<file path="config.mk">
export PLATFORM = sky130hd
export DESIGN_NAME = button_debouncer
export DESIGN_NICKNAME = d
export VERILOG_FILES = /design/src/rtl/button_pkg.sv /design/src/rtl/debounce_channel.sv /design/src/rtl/button_debouncer.sv
export SDC_FILE = /design/constraint.sdc
export NUM_CORES = 1
export LEC_CHECK = 0
export ABC_AREA = 1
export BUFFER_PORTS_ARGS = -buffer_cell sky130_fd_sc_hd__buf_2
export CAP_MARGIN = 10
export CORE_MARGIN = 5
export CORE_UTILIZATION = 35
export CTS_CLUSTER_DIAMETER = 150
export CTS_CLUSTER_SIZE = 12
export DETAILED_ROUTE_END_ITERATION = 10
export GPL_TIMING_DRIVEN = 0
export PLACE_DENSITY_LB_ADDON = 0.25
export SLEW_MARGIN = 20
export SYNTH_ARGS = -nofsm -noshare
export SYNTH_HDL_FRONTEND = slang
export SYNTH_HIERARCHICAL = 1
export SYNTH_SLANG_ARGS = --single-unit
</file>
<file path="constraint.sdc">
create_clock -name clk -period 2.7 [get_ports clk]
set_input_delay 0.135 -clock clk [delete_from_list [all_inputs] [get_ports clk]]
set_output_delay 0.135 -clock clk [all_outputs]
set_load 0.02 [all_outputs]
</file>
<file path="src/rtl/button_pkg.sv">
`default_nettype none
// ============================================================================
// Module      : button_pkg
// Description : Shared register offsets and defaults for the button debouncer.
// Revision    : 1.0 - initial release
// ============================================================================
package button_pkg;

    localparam logic BTN_REG_LEVEL        = 1'b0;
    localparam logic BTN_REG_EVENTS       = 1'b1;
    localparam int   BTN_REL_SHIFT        = 8;
    localparam int   BTN_DEBOUNCE_DEFAULT = 270000;

endpackage
`default_nettype wire

</file>
<file path="src/rtl/debounce_channel.sv">
`default_nettype none
// ============================================================================
// Module      : debounce_channel
// Description : One button channel: 2-FF synchroniser, stability counter,
//               debounced level plus press/release strobes.
// Revision    : 1.0 - initial release
// ============================================================================
module debounce_channel
    import button_pkg::*;
#(
    parameter int DEBOUNCE_CYCLES = BTN_DEBOUNCE_DEFAULT
) (
    input  logic clk,
    input  logic reset_n,
    input  logic i_raw_n,
    output logic o_level,
    output logic o_press,
    output logic o_release
);

    localparam int                CNT_W     = $clog2(DEBOUNCE_CYCLES);
    localparam logic [CNT_W-1:0]  C_CNT_MAX = CNT_W'(DEBOUNCE_CYCLES - 1);

    logic [1:0]       r_sync;
    logic             w_sync;
    logic             r_stable;
    logic             r_stable_d;
    logic [CNT_W-1:0] r_cnt;

    // Chain resets to 1 so a released pad never looks like a press.
    always_ff @(posedge clk or negedge reset_n) begin
        if (!reset_n) begin
            r_sync <= 2'b11;
        end else begin
            r_sync <= {r_sync[0], i_raw_n};
        end
    end

    assign w_sync = ~r_sync[1];

    always_ff @(posedge clk or negedge reset_n) begin
        if (!reset_n) begin
            r_cnt      <= '0;
            r_stable   <= 1'b0;
            r_stable_d <= 1'b0;
        end else begin
            r_stable_d <= r_stable;
            if (w_sync == r_stable) begin
                r_cnt <= '0;
            end else if (r_cnt == C_CNT_MAX) begin
                r_stable <= w_sync;
                r_cnt    <= '0;
            end else begin
                r_cnt <= r_cnt + 1'b1;
            end
        end
    end

    assign o_level   = r_stable;
    assign o_press   = r_stable & ~r_stable_d;
    assign o_release = ~r_stable & r_stable_d;

endmodule
`default_nettype wire

</file>
<file path="src/rtl/button_debouncer.sv">
`default_nettype none
// ============================================================================
// Module      : button_debouncer
// Description : Debounced game buttons with sticky W1C event flags behind a
//               sel/ready bus slave. Define BUTTON_RELEASE_EVENTS_EN to add
//               release flags in EVENTS[15:8].
// Revision    : 1.0 - initial release
// ============================================================================
module button_debouncer
    import button_pkg::*;
#(
    parameter int NUM_BUTTONS     = 5,
    parameter int DEBOUNCE_CYCLES = BTN_DEBOUNCE_DEFAULT
) (
    input  logic                   clk,
    input  logic                   reset_n,
    input  logic [NUM_BUTTONS-1:0] buttons_raw,
    output logic [NUM_BUTTONS-1:0] buttons_level,
    input  logic                   btn_sel,
    input  logic                   btn_addr,
    input  logic                   btn_we,
    input  logic [31:0]            btn_data_i,
    output logic                   btn_ready,
    output logic [31:0]            btn_data_o
);

    logic [NUM_BUTTONS-1:0] w_level;
    logic [NUM_BUTTONS-1:0] w_press;
    logic [NUM_BUTTONS-1:0] w_release;

    generate
        for (genvar gi = 0; gi < NUM_BUTTONS; gi++) begin : g_channel
            debounce_channel #(
                .DEBOUNCE_CYCLES (DEBOUNCE_CYCLES)
            ) u_channel (
                .clk       (clk),
                .reset_n   (reset_n),
                .i_raw_n   (buttons_raw[gi]),
                .o_level   (w_level[gi]),
                .o_press   (w_press[gi]),
                .o_release (w_release[gi])
            );
        end
    endgenerate

    assign buttons_level = w_level;

    logic                   r_ready;
    logic                   r_addr;
    logic                   w_access;
    logic                   w_evt_wr;
    logic [NUM_BUTTONS-1:0] r_press_flags;
    logic [NUM_BUTTONS-1:0] w_press_clr;
    logic [31:0]            w_rel_word;
    logic [31:0]            w_events_word;

    assign w_access    = btn_sel & ~r_ready;
    assign w_evt_wr    = w_access & btn_we & (btn_addr == BTN_REG_EVENTS);
    assign w_press_clr = w_evt_wr ? btn_data_i[NUM_BUTTONS-1:0] : '0;

    // Clear is applied before set so a same-cycle strobe survives the W1C.
    always_ff @(posedge clk or negedge reset_n) begin
        if (!reset_n) begin
            r_ready       <= 1'b0;
            r_addr        <= 1'b0;
            r_press_flags <= '0;
        end else begin
            r_ready       <= w_access;
            r_press_flags <= (r_press_flags & ~w_press_clr) | w_press;
            if (w_access) begin
                r_addr <= btn_addr;
            end
        end
    end

`ifdef BUTTON_RELEASE_EVENTS_EN
    logic [NUM_BUTTONS-1:0] r_rel_flags;
    logic [NUM_BUTTONS-1:0] w_rel_clr;

    assign w_rel_clr = w_evt_wr ? btn_data_i[BTN_REL_SHIFT +: NUM_BUTTONS] : '0;

    always_ff @(posedge clk or negedge reset_n) begin
        if (!reset_n) begin
            r_rel_flags <= '0;
        end else begin
            r_rel_flags <= (r_rel_flags & ~w_rel_clr) | w_release;
        end
    end

    assign w_rel_word = 32'(r_rel_flags) << BTN_REL_SHIFT;
`else
    assign w_rel_word = '0;
`endif

    assign w_events_word = w_rel_word | 32'(r_press_flags);

    always_comb begin
        btn_data_o = '0;
        if (r_ready) begin
            btn_data_o = (r_addr == BTN_REG_EVENTS) ? w_events_word : 32'(w_level);
        end
    end

    assign btn_ready = r_ready;

    logic w_unused;
    assign w_unused = ^{btn_data_i, w_release};

endmodule
`default_nettype wire

</file>
# [Yosys cells after proc, flatten, opt, wreduce, memory -nomap -nowiden]
# Index checks and enable logic that the tools add are counted.
[totals] register_bits=122 latchBits=0 ram_bits=0 mem_bits_ro=0 in_bits=42 out_inout_bits=38 word_cells=83 n_memories=0
[classes] n_addsub=5 mul=0 div_mod_pow=0 n_lt_le_gt_ge=0 eq_ne=10 shift=0 mux=13 n_bitwise=27 reduce_logical=5
[op_table] cell="19-bit 2-to-1 mux" n=10
[op_table] cell="19-bit by 1-bit adder with 19-bit output (second input constant)" n=5
[op_table] cell="19-bit == test (second input constant)" n=5
[op_table] cell="32-bit 2-to-1 mux" n=1
[op_table] cell="1-bit inverter" n=16
[op_table] cell="5-bit 2-to-1 mux" n=2
[op_table] cell="2-bit AND reduction" n=5
[op_table] cell="1-bit AND" n=8
[op_table] cell="5-bit AND" n=1
[op_table] cell="1-bit == test" n=5
[op_table] cell="5-bit inverter" n=1
[op_table] cell="5-bit bitwise OR" n=1

# [Logic depth before layout (Yosys ltp)]
# Gate-level depths: netlist (run 1).
[logic_depth] word_depth=8 mapped_depth=9 mapped_depth_nobuf=9

# [Modules after synthesis]
# Netlist (run 1), hierarchy kept.
[by_module_without_submodules] module="debounce_channel (g_channel[1].u_channel ...)" instances=4 cells_per_inst=155 area_each_um2=1273.7 seq_area_each_um2=578.1
[by_module_without_submodules] module="debounce_channel (g_channel[0].u_channel)" instances=1 cells_per_inst=156 area_each_um2=1206.2 seq_area_each_um2=578.1
[by_module_without_submodules] module="button_debouncer" instances=1 cells_per_inst=75 area_each_um2=559.3 seq_area_each_um2=175.2

# [Worst setup path before layout (run 1)]
# Ideal clock, no wire load.
[synth_timing] path_type="reg2reg" start="register g_channel[1].u_channel.r_cnt[0]" end="register g_channel[1].u_channel.r_cnt[12]" setup_time_ns=0.119 arrival_ns=1.172 required_time_ns=2.581 setup_slack_ns=1.409 path_stages_with_launch=9 period_less_slack_ns=1.291 cell_sequence="dfrtp_1 -> ha_1 -> nand2_2 -> nor2_4 -> nand3_2 -> nor2_4 -> nor2_4 -> inv_8 -> nor2_2"
[synth_via] elab_chain_cells=3 word_cells_on_any_way=4 classes_between="1 x add/sub; 1 x eq/ne; 2 x mux"
[synth_lines] element="start: declaration" line_no="debounce_channel.sv:28" text="logic [CNT_W-1:0] r_cnt;"
[synth_lines] element="start signal: assignment" line_no="debounce_channel.sv:54" text="r_cnt <= r_cnt + 1'b1;"
[synth_lines] element="19-bit by 1-bit adder with 19-bit output / 19-bit == test (equally long branches)" line_no="debounce_channel.sv:54, debounce_channel.sv:50"
[synth_lines] element="19-bit 2-to-1 mux *" line_no="debounce_channel.sv:50" text="end else if (r_cnt == C_CNT_MAX) begin"
[synth_lines] element="19-bit 2-to-1 mux *" line_no="debounce_channel.sv:48" text="if (w_sync == r_stable) begin"
# Every way passes the cells marked *; elsewhere a longest branch is shown, timed or not.
# A chain may end at the register's enable or synchronous reset.

# [Worst setup path after layout (run 1)]
[layout_timing] start="register r_addr" end="output port btn_data_o[0]"
[layout_via] elab_chain_cells=2
[layout_lines] element="start: declaration" line_no="button_debouncer.sv:49" text="logic r_addr;"
[layout_lines] element="start signal: assignment" line_no="button_debouncer.sv:71" text="r_addr <= btn_addr;"
[layout_lines] element="5-bit 2-to-1 mux" line_no="button_debouncer.sv:100" text="btn_data_o = (r_addr == BTN_REG_EVENTS) ? w_events_word : 32'(w_level);"
[layout_lines] element="32-bit 2-to-1 mux" line_no="button_debouncer.sv:99" text="if (r_ready) begin"
[layout_lines] element="end: declaration" line_no="button_debouncer.sv:24" text="output logic [31:0] btn_data_o"
# No other way between the ends.

==> reports/qor.yml, run 1 <==
outcome: "finished clean"
dieArea_mm2: 0.0224
total_power_w: 0.00431
cts_resized: 0
p_seq_frac: 0.443
hold_class: "input port to flop"
syn_area_mm2: 0.00682
holdWs_ps: 21.0
dr_wl_met3_um: 550
wl_met1_mm: 6.51
rows: 51
tns_ps: 0
hold_depth: 4
fillers: 1983
numClockSinks: 122
dp_hpwl_mm: 9.74
crit_path_end_kind: "primary output"
antenna_cells: 0
fin_crit_ps: 1660
r2r_cells: 3
fmax_ghz: 0.602
die_h_um: 150
cts_setup_buffers: 0
root_buffer: "clkbuf_16"
firstDrtPassIters: 5
netlist_instances: 841
fin_util: 0.416
met2_length_mm: 6.12
antenna_found_initial: 0
areaGrowthSynthToFinish_pct: 18.0
gr-total-overflow: 0
vias: 5124
p_int_w: 0.00334
worstPathArrival_ps: 1520
drv_cap: 0
start_kind: "flop"
tritoncts: "done"
routed.top_layer: "met4"
power_frac_clock: 0.496
period_share: 0.615
timing.final.hold_violations: 0
start_util: 0.353
clk_pin_slew_ps: 50
power.switching_w: 0.000967
cts_buffer_depth: 2
rsz0062_at_grt: "no"
cts_made_buffers: 17
clk_latency_ps: 410
p_leak_nw: 3.48
htreeDepth: 4
ant_nets: 0
ir_drop_mv: 0.378
fin_nets: 967
routabilityCongestion: 0.833
worstSetupPathType: "flop to primary output"
crit_fanout: 6
core_region_area_mm2: 0.0193
via_per_inst: 4.28
grt_pass1_vias: 5006
setup_violations: 0
power_density_mw_per_mm2: 536
dr.first_iter.drc_count: 196
required_ps: 2570
wl_per_cell_um: 11.2
grtUsageTotal: 0.131
grt_pass1_wl_mm: 23.6
layout-drive-gt1-share: 0.228
sw_frac_of_total: 0.224
synth.avg_cell_area_um2: 8.11
drt-total-wl_mm: 13.4
finClkSkew_ps: 9.85
drc: 0
slew-limit-headroom: 0.655
combPwrFrac: 0.062
grt_max_degree: 67
tightestPinTransition_ps: 518
die_w_um: 150
numPortBuffers: 25
yosys_warnings: 6
io_pins: 80
slew_violations: 0
per-layer routing:
layer / vias to the layer above / track usage
met5: - / 0
met3: 16 / 0.0400
met2: 78 / 0.210
li1: 2679 / -
met4: 0 / 0.0435
met1: 2351 / 0.170
final timing paths:
kind                                             startpoint  slack, ps                          endpoint
setup / recovery                                     r_addr       1040                     btn_data_o[0]
hold / removal                                btn_data_i[1]         20                  r_press_flags[1]
setup reg to reg           g_channel[0].u_channel/r_sync[1]       1220   g_channel[0].u_channel/r_cnt[5]
hold reg to reg            g_channel[0].u_channel/r_sync[0]        350  g_channel[0].u_channel/r_sync[1]
max in group asynchronous                           reset_n       1770  g_channel[0].u_channel/r_sync[1]
min in group asynchronous                           reset_n        240   g_channel[4].u_channel/r_cnt[9]
repair_timing:
item	4_1_cts	5_1_grt
hold endpoints to repair	64	0
hold buffers	8	0
setup endpoints to repair	0	0
registers in the layout, summed over array words and instances (netlist names):
| name | cells |
|---|---|
| r_press_flags | 5 |
| btn_ready | 1 |
| g_channel.u_channel/r_stable_d | 5 |
| g_channel.u_channel/r_sync | 10 |
| g_channel.u_channel/r_cnt | 95 |
| g_channel.u_channel/o_level | 5 |
| r_addr | 1 |
power by group through the flow:
stage,combinational (W),clock [W],sequential (W)
after detailed placement,0.000265,0,0.00194
after global routing,0.000302,0.00229,0.00191
after global placement,0.000256,0,0.00194
after CTS,0.000275,0.00220,0.00191
final,0.000266,0.00214,0.00191
after floorplan,0.000173,0,0.00193
cells in the final DEF (no fill, tap or decap), types with 5 or more instances in the layout:
| cell | instances |
|---|---|
| nand2_1 | 182 |
| nor2_1 | 143 |
| dfrtp_1 | 112 |
| inv_1 | 93 |
| nor2_2 | 61 |
| nand3_1 | 41 |
| xor2_1 | 33 |
| buf_4 | 27 |
| conb_1 | 27 |
| buf_2 | 24 |
| nand2_2 | 22 |
| nor2_4 | 21 |
| o21ai_0 | 21 |
| clkbuf_16 | 17 |
| nor3_1 | 10 |
| dfstp_2 | 10 |
| nand4_1 | 9 |
| o21ai_1 | 9 |
| dlygate4sd3_1 | 8 |
| xnor2_1 | 7 |
| clkbuf_8 | 5 |
| clkbuf_1 | 5 |
| inv_2 | 5 |
| nand3_2 | 5 |
| a21oi_1 | 5 |
| nor3b_1 | 5 |
| ha_1 | 5 |
layout make-up:
class,instances,area [um2],area share
Clock inverter,3,40.0,0.00498
Tap cell,265,332,0.0412
Multi-Input combinational cell,616,3240,0.403
Timing Repair Buffer,34,243,0.0302
Sequential cell,122,3070,0.381
Clock buffer,27,513,0.0637
Buffer,27,203,0.0252
Inverter,102,413,0.0513
critical path, stage by stage (launching register included):
cell and delay, ps:
dfrtp_1 450, inv_1 200, nor2_1 70, nor2_1 190, buf_2 210
stage by stage:
| stage | cells | setup slack (ps) | cell area [um2] |
|---|---|---|---|
| final | 1196 | 1040 | 8050 |
| after global routing | 1196 | 855 | 8050 |
| after CTS | 1196 | 910 | 8050 |
| after detailed placement | 1158 | 1180 | 7410 |
| after global placement | 1157 | -207 | 7380 |
| after floorplan | 867 | 1410 | 6920 |
Power figures use the tool's default switching activity.
==> run 2, diff against run 1 <==
- clock period: 2.7 -> 1.7 ns (I/O delays scaled with it)
==> run 2 against run 1 <==
Clock skew is 0.69 ps lower. Hold slack worse by 1.7 ps. Total power is 59% higher. First-iteration DRC count is 29% higher. Register-to-register slack worse by 1100 ps. Largest cell class unchanged. Largest power group unchanged.
==> reports/qor.yml, run 2 (same netlist as run 1, synthesis figures left out) <==
worstPathArrival_ps: 1910  # was 1520 ps
start_kind: "flop"  # unchanged
drv_cap: 0  # unchanged
grtUsageTotal: 0.132  # was 0.131
tightestPinTransition_ps: 520  # was 518 ps
r2r_cells: 5  # was 3
drt-total-wl_mm: 13.5  # was 13.4 mm
firstDrtPassIters: 5  # unchanged
routabilityCongestion: 0.833  # unchanged
reg_top3: "g_channel.u_channel/r_cnt x95, g_channel.u_channel/r_sync x10"  # unchanged
drc: 0  # unchanged
rows: 51  # unchanged
layout_commonest_cell: "nand2_1"  # unchanged
core_region_area_mm2: 0.0193  # unchanged
dieArea_mm2: 0.0224  # unchanged
dp_hpwl_mm: 9.74  # unchanged
startpoint: "btn_ready"  # was r_addr
largest_reg_flops: 95  # unchanged
total_power_w: 0.00686  # was 0.00431 W
hp-start: "btn_we"  # was btn_data_i[1]
die_w_um: 150  # unchanged
root_buffer: "clkbuf_16"  # unchanged
antenna_found_initial: 0  # unchanged
p_leak_nw: 3.50  # was 3.48 nW
fmax_ghz: 0.623
r2r_start: "btn_ready"  # was g_channel[0].u_channel/r_sync[1]
htreeDepth: 4  # unchanged
timing.final.hold_violations: 0  # unchanged
path_cells: "nor2_4, nand4_1, dlygate4sd3_1, nand2_1, nand2_1"  # was inv_1, nor2_1, nor2_1, buf_2
rsz0062_at_grt: "no"  # unchanged
hold_class: "input port to flop"  # unchanged
fin_crit_ps: 1600
via_per_inst: 4.27  # was 4.28
crit_fanout: 8  # was 6
grt_pass1_vias: 5020  # was 5,006
wl_per_cell_um: 11.3  # was 11.2 um
antenna_cells: 0  # unchanged
slew-limit-headroom: 0.653  # was 0.655
tns_ps: 0  # unchanged
cpPeakStageDelay_ps: 570  # was 450 ps
fin_nets: 974  # was 967
ir_drop_mv: 0.601  # was 0.378 mV
clk_pin_slew_ps: 60  # was 50 ps
areaGrowthSynthToFinish_pct: 19.0  # was 18.0%
regMostFlops: "g_channel.u_channel/r_cnt"  # unchanged
power_density_mw_per_mm2: 845  # was 536 mW/mm2
finClkSkew_ps: 9.16  # was 9.85 ps
final_cell_mix: "182 x nand2_1, 142 x nor2_1, 112 x dfrtp_1"  # was 182 x nand2_1, 143 x nor2_1, 112 x dfrtp_1
fin_util: 0.420  # was 0.416
grt_pass1_wl_mm: 23.8  # was 23.6 mm
numPortBuffers: 25  # unchanged
hold_depth: 4  # unchanged
outcome: "finished clean"  # unchanged
clk_latency_ps: 410  # about the same
die_h_um: 150  # unchanged
fillers: 1983  # unchanged
dr.first_iter.drc_count: 252  # was 196
grt_max_degree: 67  # unchanged
ant_nets: 0  # unchanged
cts_made_buffers: 17  # unchanged
gr-total-overflow: 0  # unchanged
numClockSinks: 122  # unchanged
slew_violations: 0  # unchanged
io_pins: 80  # unchanged
period_share: 0.944
worstSetupPathType: "flop to flop"  # was flop to primary output
crit_slowest_cell: "dlygate4sd3_1"  # was dfrtp_1
start_util: 0.353  # unchanged
vias: 5135  # was 5,124
crit_path_end_kind: "flop"  # was primary output
tritoncts: "done"  # unchanged
cts_setup_buffers: 0  # unchanged
critPathBufInv: 1  # was 2
cpMostUsedCell: "nand2_1"  # was nor2_1
setup_violations: 0  # unchanged
layout-drive-gt1-share: 0.228  # about the same
cp_top_family: "buffers and inverters"  # was flip-flops
cts_buffer_depth: 2  # unchanged
worst-path-stages: 5  # was 4
required_ps: 2010  # was 2570 ps
## run 2: changes by cell type in the layout (fill, tap and decap cells not counted), sizes merged
cell         delta
dlygate4sd3     +7
## run 2: repair_timing
item | CTS | global route
setup endpoints to repair | 2 | 0
resized for setup | 2 | 0
hold endpoints to repair | 77 | 0
hold buffers | 15 | 0
## run 2: where the power goes
part / switching, W / leakage, nW / internal, W / total, W
sequential: 0.0000523 / 1.65 / 0.00298 / 0.00303
clock: 0.00121 / 0.273 / 0.00218 / 0.00339
combinational: 0.000278 / 1.58 / 0.000159 / 0.000436
## run 2: final timing paths
check	end	slack [ps]
min in group asynchronous	g_channel[4].u_channel/r_cnt[9]	200
max in group asynchronous	g_channel[0].u_channel/r_sync[0]	810
setup / recovery	r_press_flags[1]	100
setup reg to reg	r_press_flags[1]	100
hold / removal	r_press_flags[0]	20
hold reg to reg	g_channel[0].u_channel/r_sync[1]	350
## run 2: final cells by class
cell class	instances	area, um2	area share
timing repair buffer	41	313	0.0385
buffer	27	203	0.0250
sequential	122	3070	0.378
inverter	102	413	0.0508
clock buffer	27	513	0.0632
multi-input combinational	616	3240	0.399
tap	265	332	0.0408
clock inverter	3	40.0	0.00493
## run 2: per-layer routing
| metal | share of wire | up-vias | GRT usage | wire, um |
|---|---|---|---|---|
| li1 | - | 2692 | - | - |
| met1 | 0.48 | 2354 | 0.171 | 6530 |
| met2 | 0.46 | 73 | 0.211 | 6220 |
| met3 | 0.044 | 16 | 0.0409 | 599 |
| met4 | 0.014 | 0 | 0.0426 | 189 |
| met5 | 0 | - | 0 | 0 |
## run 2: per-stage QoR
step	cell area [um2]	hold WS (ps)	worst slack (ps)	cells
after floorplan	6920	-211	409	867
after global placement	7380	190	-1160	1157
after detailed placement	7410	78.6	176	1158
after CTS	8120	1.27	56.2	1203
after global routing	8120	14.2	2.95	1203
final	8120	19.3	95.2	1203
## run 2: worst register-to-register path: stages (launching register included)
cell	delay [ps]
dfrtp_1	490
nor2_4	230
nand4_1	110
dlygate4sd3_1	570
nand2_1	60
nand2_1	40
==> run 3, diff against run 2 <==
- CORE_MARGIN: 5 -> 1.5
- SLEW_MARGIN: 20 -> 10
==> run 3 against run 2 <==
Sequential power is essentially flat. Wire length shrank 0.45%. Count of clock-buffer cells in the layout shrank 6. Non-clock buffer count shrank 2. Clock power is essentially flat. Die area shrank 9.1%. Total power shrank 0.11%. Global-route usage grew 1.6 points. Register-to-register slack gained 130 ps. Clock skew shrank 2.5 ps. Via count shrank 0.39%. Critical endpoint is now btn_data_o[0].
==> reports/qor.yml, run 3 (same netlist as run 1, synthesis figures left out) <==
drt-total-wl_mm: 13.5  # about the same
areaGrowthSynthToFinish_pct: 18.6  # was 19.0%
grt_pass1_wl_mm: 23.7  # was 23.8 mm
cts_made_buffers: 17  # unchanged
regMostFlops: "g_channel.u_channel/r_cnt"  # unchanged
dieArea_mm2: 0.0203  # was 0.0224 mm2
vias: 5115  # was 5,135
wl_per_cell_um: 11.2  # was 11.3 um
layout-drive-gt1-share: 0.233  # was 0.228
numPortBuffers: 25  # unchanged
rows: 50  # was 51
fmax_ghz: 0.628  # was 0.623 GHz
total_power_w: 0.00685  # was 0.00686 W
antenna_cells: 0  # unchanged
clk_pin_slew_ps: 50  # was 60 ps
crit_fanout: 6  # was 8
tritoncts: "done"  # unchanged
core_region_area_mm2: 0.0189  # was 0.0193 mm2
rsz0062_at_grt: "no"  # unchanged
die_h_um: 143  # was 150 um
power_density_mw_per_mm2: 847  # was 845 mW/mm2
drc: 0  # unchanged
ir_drop_mv: 0.682  # was 0.601 mV
numClockSinks: 122  # unchanged
die_w_um: 143  # was 150 um
finClkSkew_ps: 6.65  # was 9.16 ps
start_kind: "flop"  # unchanged
fin_crit_ps: 1590  # was 1600 ps
required_ps: 1620  # was 2010 ps
ant_nets: 0  # unchanged
slew_violations: 0  # unchanged
drv_cap: 0  # unchanged
largest_reg_flops: 95  # unchanged
cpPeakStageDelay_ps: 460  # was 570 ps
routabilityCongestion: 0.805  # was 0.833
setup_violations: 0  # unchanged
grt_pass1_vias: 5033  # was 5,020
timing.final.hold_violations: 0  # unchanged
p_leak_nw: 3.48  # was 3.50 nW
dp_hpwl_mm: 9.63  # was 9.74 mm
crit_path_end_kind: "primary output"  # was flop
path_cells: "inv_2, nor2_1, nor2_1, buf_2"  # was nor2_4, nand4_1, dlygate4sd3_1, nand2_1, nand2_1
root_buffer: "clkbuf_16"  # unchanged
antenna_found_initial: 0  # unchanged
cts_buffer_depth: 2  # unchanged
finalNonFillerCells: 1198  # was 1,203
grtUsageTotal: 0.148  # was 0.132
dp.cells: 1153  # was 1,158
critPathBufInv: 2  # was 1
firstDrtPassIters: 4  # was 5
outcome: "finished clean"  # unchanged
io_pins: 80  # unchanged
clk_latency_ps: 410  # about the same
grt_max_degree: 78  # was 67
period_share: 0.937  # was 0.944
start_util: 0.361  # was 0.353
gr-total-overflow: 0  # unchanged
dr.first_iter.drc_count: 225  # was 252
hold_class: "input port to flop"  # unchanged
crit_slowest_cell: "dfrtp_1"  # was dlygate4sd3_1
htreeDepth: 4  # unchanged
via_per_inst: 4.27  # about the same
worstSetupPathType: "flop to primary output"  # was flop to flop
fin_util: 0.428  # was 0.420
reg_top3: "g_channel.u_channel/r_cnt x95, g_channel.u_channel/r_sync x10"  # unchanged
layout_commonest_cell: "nand2_1"  # unchanged
cpMostUsedCell: "nor2_1"  # was nand2_1
fin_nets: 972  # was 974
worstPathArrival_ps: 1510  # was 1910 ps
final_cell_mix: "182 x nand2_1, 143 x nor2_1, 111 x dfrtp_1"  # was 182 x nand2_1, 142 x nor2_1, 112 x dfrtp_1
cp_top_family: "flip-flops"  # was buffers and inverters
## run 3: cell types whose count changed in the layout (fill, tap and decap cells not counted), moves of 2 or more
cell           change
dlygate4sd3_1      -2
clkbuf_1           -3
clkinv_2           +2
clkinvlp_4         +5
clkbuf_8           -3
## run 3: report_power, final
group	leakage (nW)	switching, W	internal [W]
Clock	0.261	0.00131	0.00208
Combinational	1.57	0.000277	0.000156
Sequential	1.65	0.0000526	0.00298
## run 3: routing by layer
layer / share of wire / GRT usage / vias to the layer above
met3: 0.031 / 0.0412 / 15
met5: 0 / 0 / -
met1: 0.49 / 0.195 / 2341
met4: 0.012 / 0.0477 / 0
met2: 0.46 / 0.234 / 57
li1: - / - / 2702
## run 3: tightest hold or removal path, delay by kind of cell
family / cells / cell delay, ps
and+or+nand+nor: 3 / 180
buffers and inverters: 1 / 140
## run 3: layout make-up
| class | instances | area [um2] |
|---|---|---|
| sequential | 122 | 3070 |
| multi-input combinational | 616 | 3240 |
| clock inverter | 11 | 96.3 |
| fill | 1960 | 10800 |
| clock buffer | 21 | 460 |
| timing repair buffer | 39 | 289 |
| tap | 260 | 325 |
| buffer | 27 | 203 |
| inverter | 102 | 413 |
## run 3: per-stage QoR
stage	TNS, ps	worst slack (ps)	hold WS (ps)	area, um2
global route	0	13.3	28.3	8090
floorplan	0	409	-211	6920
detailed placement	0	193	60.7	7400
finish	0	108	25.9	8090
CTS	0	14.0	11.4	8090
global placement	-131600	-1150	191	7370
## run 3: worst paths after layout
path / start / endpoint / slack [ps] / cells after the start
max in group asynchronous: reset_n / g_channel[0].u_channel/r_sync[1] / 760 / 3
hold reg to reg: g_channel[1].u_channel/r_sync[0] / g_channel[1].u_channel/r_sync[1] / 350 / 0
setup reg to reg: g_channel[0].u_channel/r_cnt[0] / g_channel[0].u_channel/r_cnt[11] / 230 / 6
min in group asynchronous: reset_n / g_channel[1].u_channel/r_cnt[16] / 170 / 2
setup / recovery: r_addr / btn_data_o[0] / 110 / 4
hold / removal: btn_we / r_press_flags[3] / 30 / 4
## run 3: what timing repair did
| action | CTS | global route |
|---|---|---|
| endpoints found under the setup margin | 0 | 1 |
| hold buffers | 13 | 0 |
| setup buffers | 0 | 0 |
| hold endpoints to repair | 57 | 0 |
| resized for setup | 0 | 2 |
